<file path="src/rtl/bus_region_decoder_if.sv">
// CPU-side bus bundle for the region decoder: request, one-hot chip selects and completion status.
interface bus_region_decoder_if #(
  parameter int unsigned ADDR_WIDTH  = 16,
  parameter int unsigned NUM_REGIONS = 4
);
  logic                   reqValid;
  logic [ADDR_WIDTH-1:0]  reqAddr;
  logic [NUM_REGIONS-1:0] chipSelect;
  logic                   ready;
  logic                   busError;
  logic                   busy;

  modport master (
    output reqValid, reqAddr,
    input  chipSelect, ready, busError, busy
  );

  modport slave (
    input  reqValid, reqAddr,
    output chipSelect, ready, busError, busy
  );
endinterface

</file>
<file path="src/rtl/bus_region_decoder.sv">
// Registered memory-map decoder: base/limit windows, per-region wait states, ready strobe and
// capture of unmapped accesses into a sticky fault log.
module bus_region_decoder #(
  parameter int unsigned ADDR_WIDTH  = 16,
  parameter int unsigned NUM_REGIONS = 4,
  parameter logic [NUM_REGIONS*ADDR_WIDTH-1:0] REGION_BASE  = {16'h0001, 16'h6000, 16'h8000, 16'h0000},
  parameter logic [NUM_REGIONS*ADDR_WIDTH-1:0] REGION_LIMIT = {16'h0000, 16'h600F, 16'hFFFF, 16'h3FFF},
  parameter logic [NUM_REGIONS*4-1:0]          REGION_WAIT  = {4'd0, 4'd2, 4'd1, 4'd0}
) (
  input  logic                  clk,
  input  logic                  reset,
  bus_region_decoder_if.slave   bus,
  input  logic                  faultClear,
  output logic                  faultValid,
  output logic [ADDR_WIDTH-1:0] faultAddr,
  output logic [7:0]            faultCount
);

  typedef enum logic [1:0] {IDLE, ACCESS, ERROR} state_t;

  state_t                 state;
  logic [3:0]             waitCnt;
  logic                   hit;
  logic [NUM_REGIONS-1:0] hitSel;
  logic [3:0]             hitWait;
  logic                   enterErr;

  // First matching window wins, so overlapping maps still give a one-hot select.
  always_comb begin
    hit     = 1'b0;
    hitSel  = '0;
    hitWait = '0;
    for (int unsigned i = 0; i < NUM_REGIONS; i++) begin
      if (!hit &&
          (REGION_BASE[i*ADDR_WIDTH +: ADDR_WIDTH] <= bus.reqAddr) &&
          (bus.reqAddr <= REGION_LIMIT[i*ADDR_WIDTH +: ADDR_WIDTH])) begin
        hit       = 1'b1;
        hitSel[i] = 1'b1;
        hitWait   = REGION_WAIT[i*4 +: 4];
      end
    end
  end

  always_comb begin
    enterErr     = (state == IDLE) && bus.reqValid && !hit;
    bus.ready    = ((state == ACCESS) && (waitCnt == '0)) || (state == ERROR);
    bus.busError = (state == ERROR);
    bus.busy     = (state != IDLE);
  end

  always_ff @(posedge clk) begin
    if (reset) begin
      state          <= IDLE;
      waitCnt        <= '0;
      bus.chipSelect <= '0;
      faultValid     <= 1'b0;
      faultAddr      <= '0;
      faultCount     <= '0;
    end else begin
      case (state)
        IDLE: begin
          if (bus.reqValid) begin
            if (hit) begin
              state          <= ACCESS;
              bus.chipSelect <= hitSel;
              waitCnt        <= hitWait;
            end else begin
              state <= ERROR;
            end
          end
        end
        ACCESS: begin
          if (waitCnt != '0) begin
            waitCnt <= waitCnt - 4'd1;
          end else begin
            state          <= IDLE;
            bus.chipSelect <= '0;
          end
        end
        ERROR:   state <= IDLE;
        default: state <= IDLE;
      endcase

      // A fault arriving with a clear restarts the log at this fault.
      if (enterErr) begin
        if (!faultValid || faultClear) faultAddr <= bus.reqAddr;
        faultValid <= 1'b1;
        if (faultClear)               faultCount <= 8'd1;
        else if (faultCount != 8'hFF) faultCount <= faultCount + 8'd1;
      end else if (faultClear) begin
        faultValid <= 1'b0;
        faultCount <= '0;
      end
    end
  end

endmodule

</file>
<file path="src/flat_wrapper.sv">
// flat-port wrapper written by rule: the top's interface ports become plain ports
module bus_region_decoder_flat 
#(
  parameter int unsigned ADDR_WIDTH  = 16,
  parameter int unsigned NUM_REGIONS = 4,
  parameter logic [NUM_REGIONS*ADDR_WIDTH-1:0] REGION_BASE  = {16'h0001, 16'h6000, 16'h8000, 16'h0000},
  parameter logic [NUM_REGIONS*ADDR_WIDTH-1:0] REGION_LIMIT = {16'h0000, 16'h600F, 16'hFFFF, 16'h3FFF},
  parameter logic [NUM_REGIONS*4-1:0]          REGION_WAIT  = {4'd0, 4'd2, 4'd1, 4'd0}
)
  (clk, reset, faultClear, faultValid, faultAddr, faultCount, bus_reqValid, bus_reqAddr, bus_chipSelect, bus_ready, bus_busError, bus_busy);
  bus_region_decoder_if #(.ADDR_WIDTH(ADDR_WIDTH), .NUM_REGIONS(NUM_REGIONS)) bus_i ();
  input  logic clk;
  input  logic reset;
  input  logic faultClear;
  output logic faultValid;
  output logic [ADDR_WIDTH-1:0] faultAddr;
  output logic [7:0] faultCount;
  input wire logic [$bits(bus_i.reqValid)-1:0] bus_reqValid;
  input wire logic [$bits(bus_i.reqAddr)-1:0] bus_reqAddr;
  output wire logic [$bits(bus_i.chipSelect)-1:0] bus_chipSelect;
  output wire logic [$bits(bus_i.ready)-1:0] bus_ready;
  output wire logic [$bits(bus_i.busError)-1:0] bus_busError;
  output wire logic [$bits(bus_i.busy)-1:0] bus_busy;
  assign bus_i.reqValid = bus_reqValid;
  assign bus_i.reqAddr = bus_reqAddr;
  assign bus_chipSelect = bus_i.chipSelect;
  assign bus_ready = bus_i.ready;
  assign bus_busError = bus_i.busError;
  assign bus_busy = bus_i.busy;
  bus_region_decoder #(.ADDR_WIDTH(ADDR_WIDTH), .NUM_REGIONS(NUM_REGIONS), .REGION_BASE(REGION_BASE), .REGION_LIMIT(REGION_LIMIT), .REGION_WAIT(REGION_WAIT)) u_core (.clk(clk), .reset(reset), .bus(bus_i), .faultClear(faultClear), .faultValid(faultValid), .faultAddr(faultAddr), .faultCount(faultCount));
endmodule
</file>
<file path="config.mk">
export PLATFORM = sky130hd
export DESIGN_NAME = bus_region_decoder_flat
export DESIGN_NICKNAME = d
export VERILOG_FILES = /design/src/rtl/bus_region_decoder_if.sv /design/src/rtl/bus_region_decoder.sv /design/src/flat_wrapper.sv
export SDC_FILE = /design/constraint.sdc
export NUM_CORES = 1
export LEC_CHECK = 0
export ABC_CLOCK_PERIOD_IN_PS = 1980
export BUFFER_PORTS_ARGS = -buffer_cell sky130_fd_sc_hd__buf_2
export CORE_MARGIN = 4
export CORE_UTILIZATION = 35
export DETAILED_ROUTE_END_ITERATION = 16
export GPL_TIMING_DRIVEN = 0
export SYNTH_ARGS = -nofsm -noshare
export SYNTH_HDL_FRONTEND = slang
export SYNTH_SLANG_ARGS = --single-unit
export TNS_END_PERCENT = 5
</file>
<file path="constraint.sdc">
create_clock -name clk -period 1.98 [get_ports clk]
set_input_delay 0.297 -clock clk [delete_from_list [all_inputs] [get_ports clk]]
set_output_delay 0.297 -clock clk [all_outputs]
set_load 0.02 [all_outputs]
</file>
Word-level counts from Yosys, hierarchy flattened:

Cells that the tools add are included.

* register bits: 35
* output and inout port bits: 32

* eq/ne operators: 7
* magnitude comparators: 8
* add/subtract/negate cells: 2
* muxes and demuxes: 28
* reduce and logical (&&, ||, !) cells: 29

Operators by type and width (count)
* less-or-equal comparator 1 x 16 -> 1 bit (first input constant): 2
* two-way mux 8 bit: 4
* two-way mux 4 bit: 6
* less-or-equal comparator 15 x 16 -> 1 bit (first input constant): 1
* less-or-equal comparator 16 x 1 -> 1 bit (second input constant): 1
* less-or-equal comparator 16 x 14 -> 1 bit (second input constant): 1
* less-or-equal comparator 16 x 15 -> 1 bit (second input constant): 1
* less-or-equal comparator 16 bit (first input constant): 1
* less-or-equal comparator 16 bit (second input constant): 1
* one-hot mux 4 bit (2 select lines): 2
* logical AND 1 bit: 10
* two-way mux 1 bit: 10
* two-way mux 2 bit: 5
* adder 8 x 1 -> 8 bit (second input constant): 1
* inequality test 8 bit (second input constant): 1
* AND reduction 4 bit: 2
* nonzero test 2 bit: 4
* inequality test 2 bit (second input constant): 3
* AND reduction 2 bit: 3
* logical NOT 1 bit: 5
* logical NOT 4 bit: 1
* one-hot mux 2 bit (2 select lines): 1
* nonzero test 4 bit: 1
* subtractor 4 x 1 -> 4 bit (second input constant): 1
* other kinds (5): 6

Depth between registers and ports, before layout:

* depth in word-level cells: 19
* gate-level depth with buffers: 6
* gate-level depth less buffers: 6

Worst setup path before layout:

No wires, ideal clock.

* kind: flip-flop to flip-flop
* from: register u_core.faultCount[1]
* to: register u_core.faultCount[0]
* arrival: 1682 ps
* path slack: 211 ps
* buffers on the path: 0
* cell stages (with the launch flop): 6
* library setup time: 87 ps
* cells stage by stage: dfxtp_1 -> ha_1 -> nand4_1 -> or2_2 -> a2111o_1 -> o31ai_1

* word-level cells in the longest chain between the ends: 3

Ends and longest elaborated chain
* start: declaration: line bus_region_decoder.sv:16 `output logic [7:0] faultCount`
* start signal: assignment: line bus_region_decoder.sv:89 `else if (faultCount != 8'hFF) faultCount <= faultCount + 8'd1;`
* inequality test 8 bit: line bus_region_decoder.sv:89
* nonzero test 2 bit (no source line)
* AND reduction 2 bit (no source line)

Every way passes these cells.
A chain may end at the register's enable or synchronous reset.

Worst setup path after layout:

* from: register u_core.waitCnt[0]
* to: output bus_ready

* word-level cells in the longest chain between the ends: 3

Ends and longest elaborated chain
* start: declaration: line bus_region_decoder.sv:22 `logic [3:0] waitCnt;`
* start signal: assignment: line bus_region_decoder.sv:66 `waitCnt <= hitWait;`
* start signal: assignment: line bus_region_decoder.sv:74 `waitCnt <= waitCnt - 4'd1;`
* logical NOT 4 bit: line bus_region_decoder.sv:46 `bus.ready = ((state == ACCESS) && (waitCnt == '0)) || (state == ERROR);`
* logical AND 1 bit: line bus_region_decoder.sv:46
* logical OR 1 bit: line bus_region_decoder.sv:46
* end: declaration: line flat_wrapper.sv:21 `output wire logic [$bits(bus_i.ready)-1:0] bus_ready;`

Every way passes these cells.

==> results_dict.tcl <==
set metrics [dict create \
    outcome "finished, final reports clean" \
    drt_pass1_iterations 4 \
    power_density_nw_per_um2 736.5 \
    die_area_sq_um 5790 \
    max_freq_mhz 557.7 \
    critPathCaptureType "output port" \
    min_path_type "input port to register" \
    diodes 0 \
    reg2reg_from "u_core.faultCount[1]" \
    antenna_found_initial 0 \
    synth_area_leaders "dfxtp_1 (43%), a21oi_1 (7.7%), nand3_1 (5.9%)" \
    port_buffers 50 \
    root_buffer "clkbuf_8" \
    synth.mux.area_fraction_pct 0 \
    hold_buffers 0 \
    cts_tree "built" \
    hold_violations 0 \
    cp.arrival_ns 1.50 \
    rows 24 \
    wl_met2_mm 1.907 \
    synth_compound_area_share_pct 25.83 \
    synth_common_cells "dfxtp_1 (35), a21oi_1 (25), nand3_1 (19)" \
    drt-wirelength-per-cell_um 13.80 \
    clock_path_buffers 2 \
    ys_seq_area_share_pct 43.18 \
    ir_drop_uv 558.4 \
    routed.top_layer "met4" \
    crit_path_start_kind "register" \
    nets 263 \
    syn_inst 183 \
    hold_ws_ns 0.2660 \
    crit_type "register to output port" \
    synth-seq-cells 35 \
    die_y_um 76.09 \
    die_x_um 76.09 \
    synth_edf_count 0 \
    vias 1552 \
    synthesis.area_sq_um 1623 \
    syn_to_final_growth_pct 26.06 \
    grt_pass1_vias 1446 \
    drc 0 \
    reg2reg_to "u_core.faultCount[0]" \
    path_clk_slew_ns 0.07 \
    synth_area_leader_cell "dfxtp_1" \
    clkLatencyLatePin_ns 0.28 \
    start_util_pct 36.76 \
    synthXorXnorAreaFrac_pct 1.079 \
    max_slew_margin_pct 69.64 \
    worst_r2r_path_depth 5 \
    cap_violations 0 \
    drt-met1-wl_mm 1.886 \
    postRouteAntennaNets 0 \
    core_area_sq_um 4414 \
    drv_slew 0 \
    synthAdderAreaFrac_pct 2.313 \
    skew_ns 0.006376 \
    io-pin-count 52 \
    dpl.hpwl_mm 3.038 \
    post-synth-top-count-cell "dfxtp_1" \
    period_share_pct 90.55 \
    gp_congestion 0.7452 \
    p_leak_nw 0.8535 \
    yosys.area.top_type_share_pct 43.18 \
    synth.avg_cell_area_sq_um 8.868 \
    finalCriticalPeriod_ns 1.793 \
    tightest_slew_ns 0.4554 \
    fill_cells 454 \
    yosysWarningCount 0 \
    grt_max_degree 11 \
    grt_pass1_wl_mm 6.617 \
    ys.flop_type "dfxtp_1" \
    grt_usage_pct 13.64 \
    globalRouteOverflowTotal 0 \
    setup_viol 0 \
    post-route-util_pct 46.34 \
    reg2reg_slack_ns 0.21 \
    cts_sinks 35 \
    cts_setup_buffers 0 \
    routed_wl_mm 4.042 \
    startpoint "u_core.waitCnt[0]" \
    ctsHtreeMaxLevel 2 \
    synth_nets 206 \
    drive_gt1_share_pct 30.71 \
    cts_resized 1 \
    synth-async-reset-ratio_pct 0 \
    synth_cell_types 40 \
    wl_met3_um 229 \
    cp_max_fo 7 \
    rsz0062_at_grt "false" \
    synthSimpleGateAreaFrac_pct 22.67 \
    cts_made_buffers 5 \
    drt_iter0_markers 62 \
    required_ns 1.68 \
    critPathCapture "bus_ready" \
    synth_top_family_by_area "compound AO/OA/AOI/OAI gates" \
    via_per_inst 5.297 \
]
-- cell type report --
class                      instances  area (sq um)  area share [%]
buffer                            11         65.06           3.180
sequential                        35         700.7           34.25
tap                               52         65.06           3.180
multi-input combinational        133         849.6           41.53
timing repair buffer              50         250.2           12.23
clock buffer                       8         100.1           4.893
inverter                           4         15.01          0.7339
-- through the flow --
stage               cell area, sq um  cells  setup WS, ns   TNS, ns   power, W
finish                          2046    293        0.1870         0   0.001507
global route                    2046    293      0.009197         0   0.001577
CTS                             2043    293       0.06426         0   0.001526
detailed placement              1938    285      -0.02575  -0.04061  0.0009692
global placement                1938    285      -0.04393  -0.08113  0.0009678
floorplan                       1623    183        0.2106         0  0.0008971
-- critical path: stages (launching register included) --
cell	delay (ns)
dfxtp_1	0.31
inv_2	0.11
ha_1	0.17
nor3b_2	0.23
nand2_2	0.12
o21ai_0	0.09
buf_2	0.19
-- report_power, final --
part | leakage (nW) | internal (W) | switching (W)
sequential | 0.284 | 0.000727 | 0.0000156
clock | 0.0515 | 0.000317 | 0.000234
combinational | 0.518 | 0.0000857 | 0.000127
total | 0.854 | 0.00113 | 0.000377
-- cells by family (layout without fill, tap and decap cells) --
| kind of cell | Yosys count | after routing |
|---|---|---|
| compound gates | 63 | 63 |
| xor+xnor | 2 | 2 |
| fa+ha+maj | 3 | 3 |
| buf+inv | 15 | 73 |
| flops | 35 | 35 |
| simple gates | 65 | 65 |
-- metal layers --
metal	vias up	global-route usage (%)
met5	-	0
met2	41	22.95
met1	714	16.96
met4	0	3.147
li1	795	-
met3	2	4.255
-- registers in the layout, summed over array words and instances, names as in the netlist --
| name | count |
|---|---|
| u_core.faultValid | 1 |
| u_core.waitCnt | 4 |
| u_core.bus.chipSelect | 4 |
| u_core.faultCount | 8 |
| u_core.faultAddr | 16 |
| u_core.state | 2 |
-- cell usage in the layout, fill, tap and decap left out, drive strengths merged, types with 2 or more instances in the layout --
| master | instances |
|---|---|
| o41ai | 2 |
| or3b | 2 |
| o31ai | 3 |
| dfxtp | 35 |
| a31oi | 2 |
| nand4 | 2 |
| a41oi | 2 |
| o21ai | 17 |
| nand2b | 5 |
| inv | 4 |
| nand3 | 19 |
| and3 | 2 |
| nor2b | 4 |
| nand2 | 4 |
| a211oi | 2 |
| nor3b | 2 |
| clkbuf | 13 |
| or2 | 3 |
| nor2 | 14 |
| a32o | 2 |
| buf | 56 |
| a21oi | 25 |
| xnor2 | 2 |
| and2 | 2 |
| or4 | 4 |
| o311ai | 2 |
| ha | 3 |
-- worst min path at each step --
stage                                     from                  endpoint  slack, ns  depth (start not counted)
after detailed placement  u_core.faultAddr[15]      u_core.faultAddr[15]       0.44                          2
after floorplan                bus_reqAddr[15]  u_core.bus.chipSelect[1]       0.42                          1
after global routing            bus_reqAddr[1]       u_core.faultAddr[1]       0.27                          3
final                           bus_reqAddr[0]       u_core.faultAddr[0]       0.27                          3
after global placement    u_core.faultAddr[15]      u_core.faultAddr[15]       0.43                          2
after CTS                       bus_reqAddr[1]       u_core.faultAddr[1]       0.26                          3
Power figures use the tool's default switching activity.
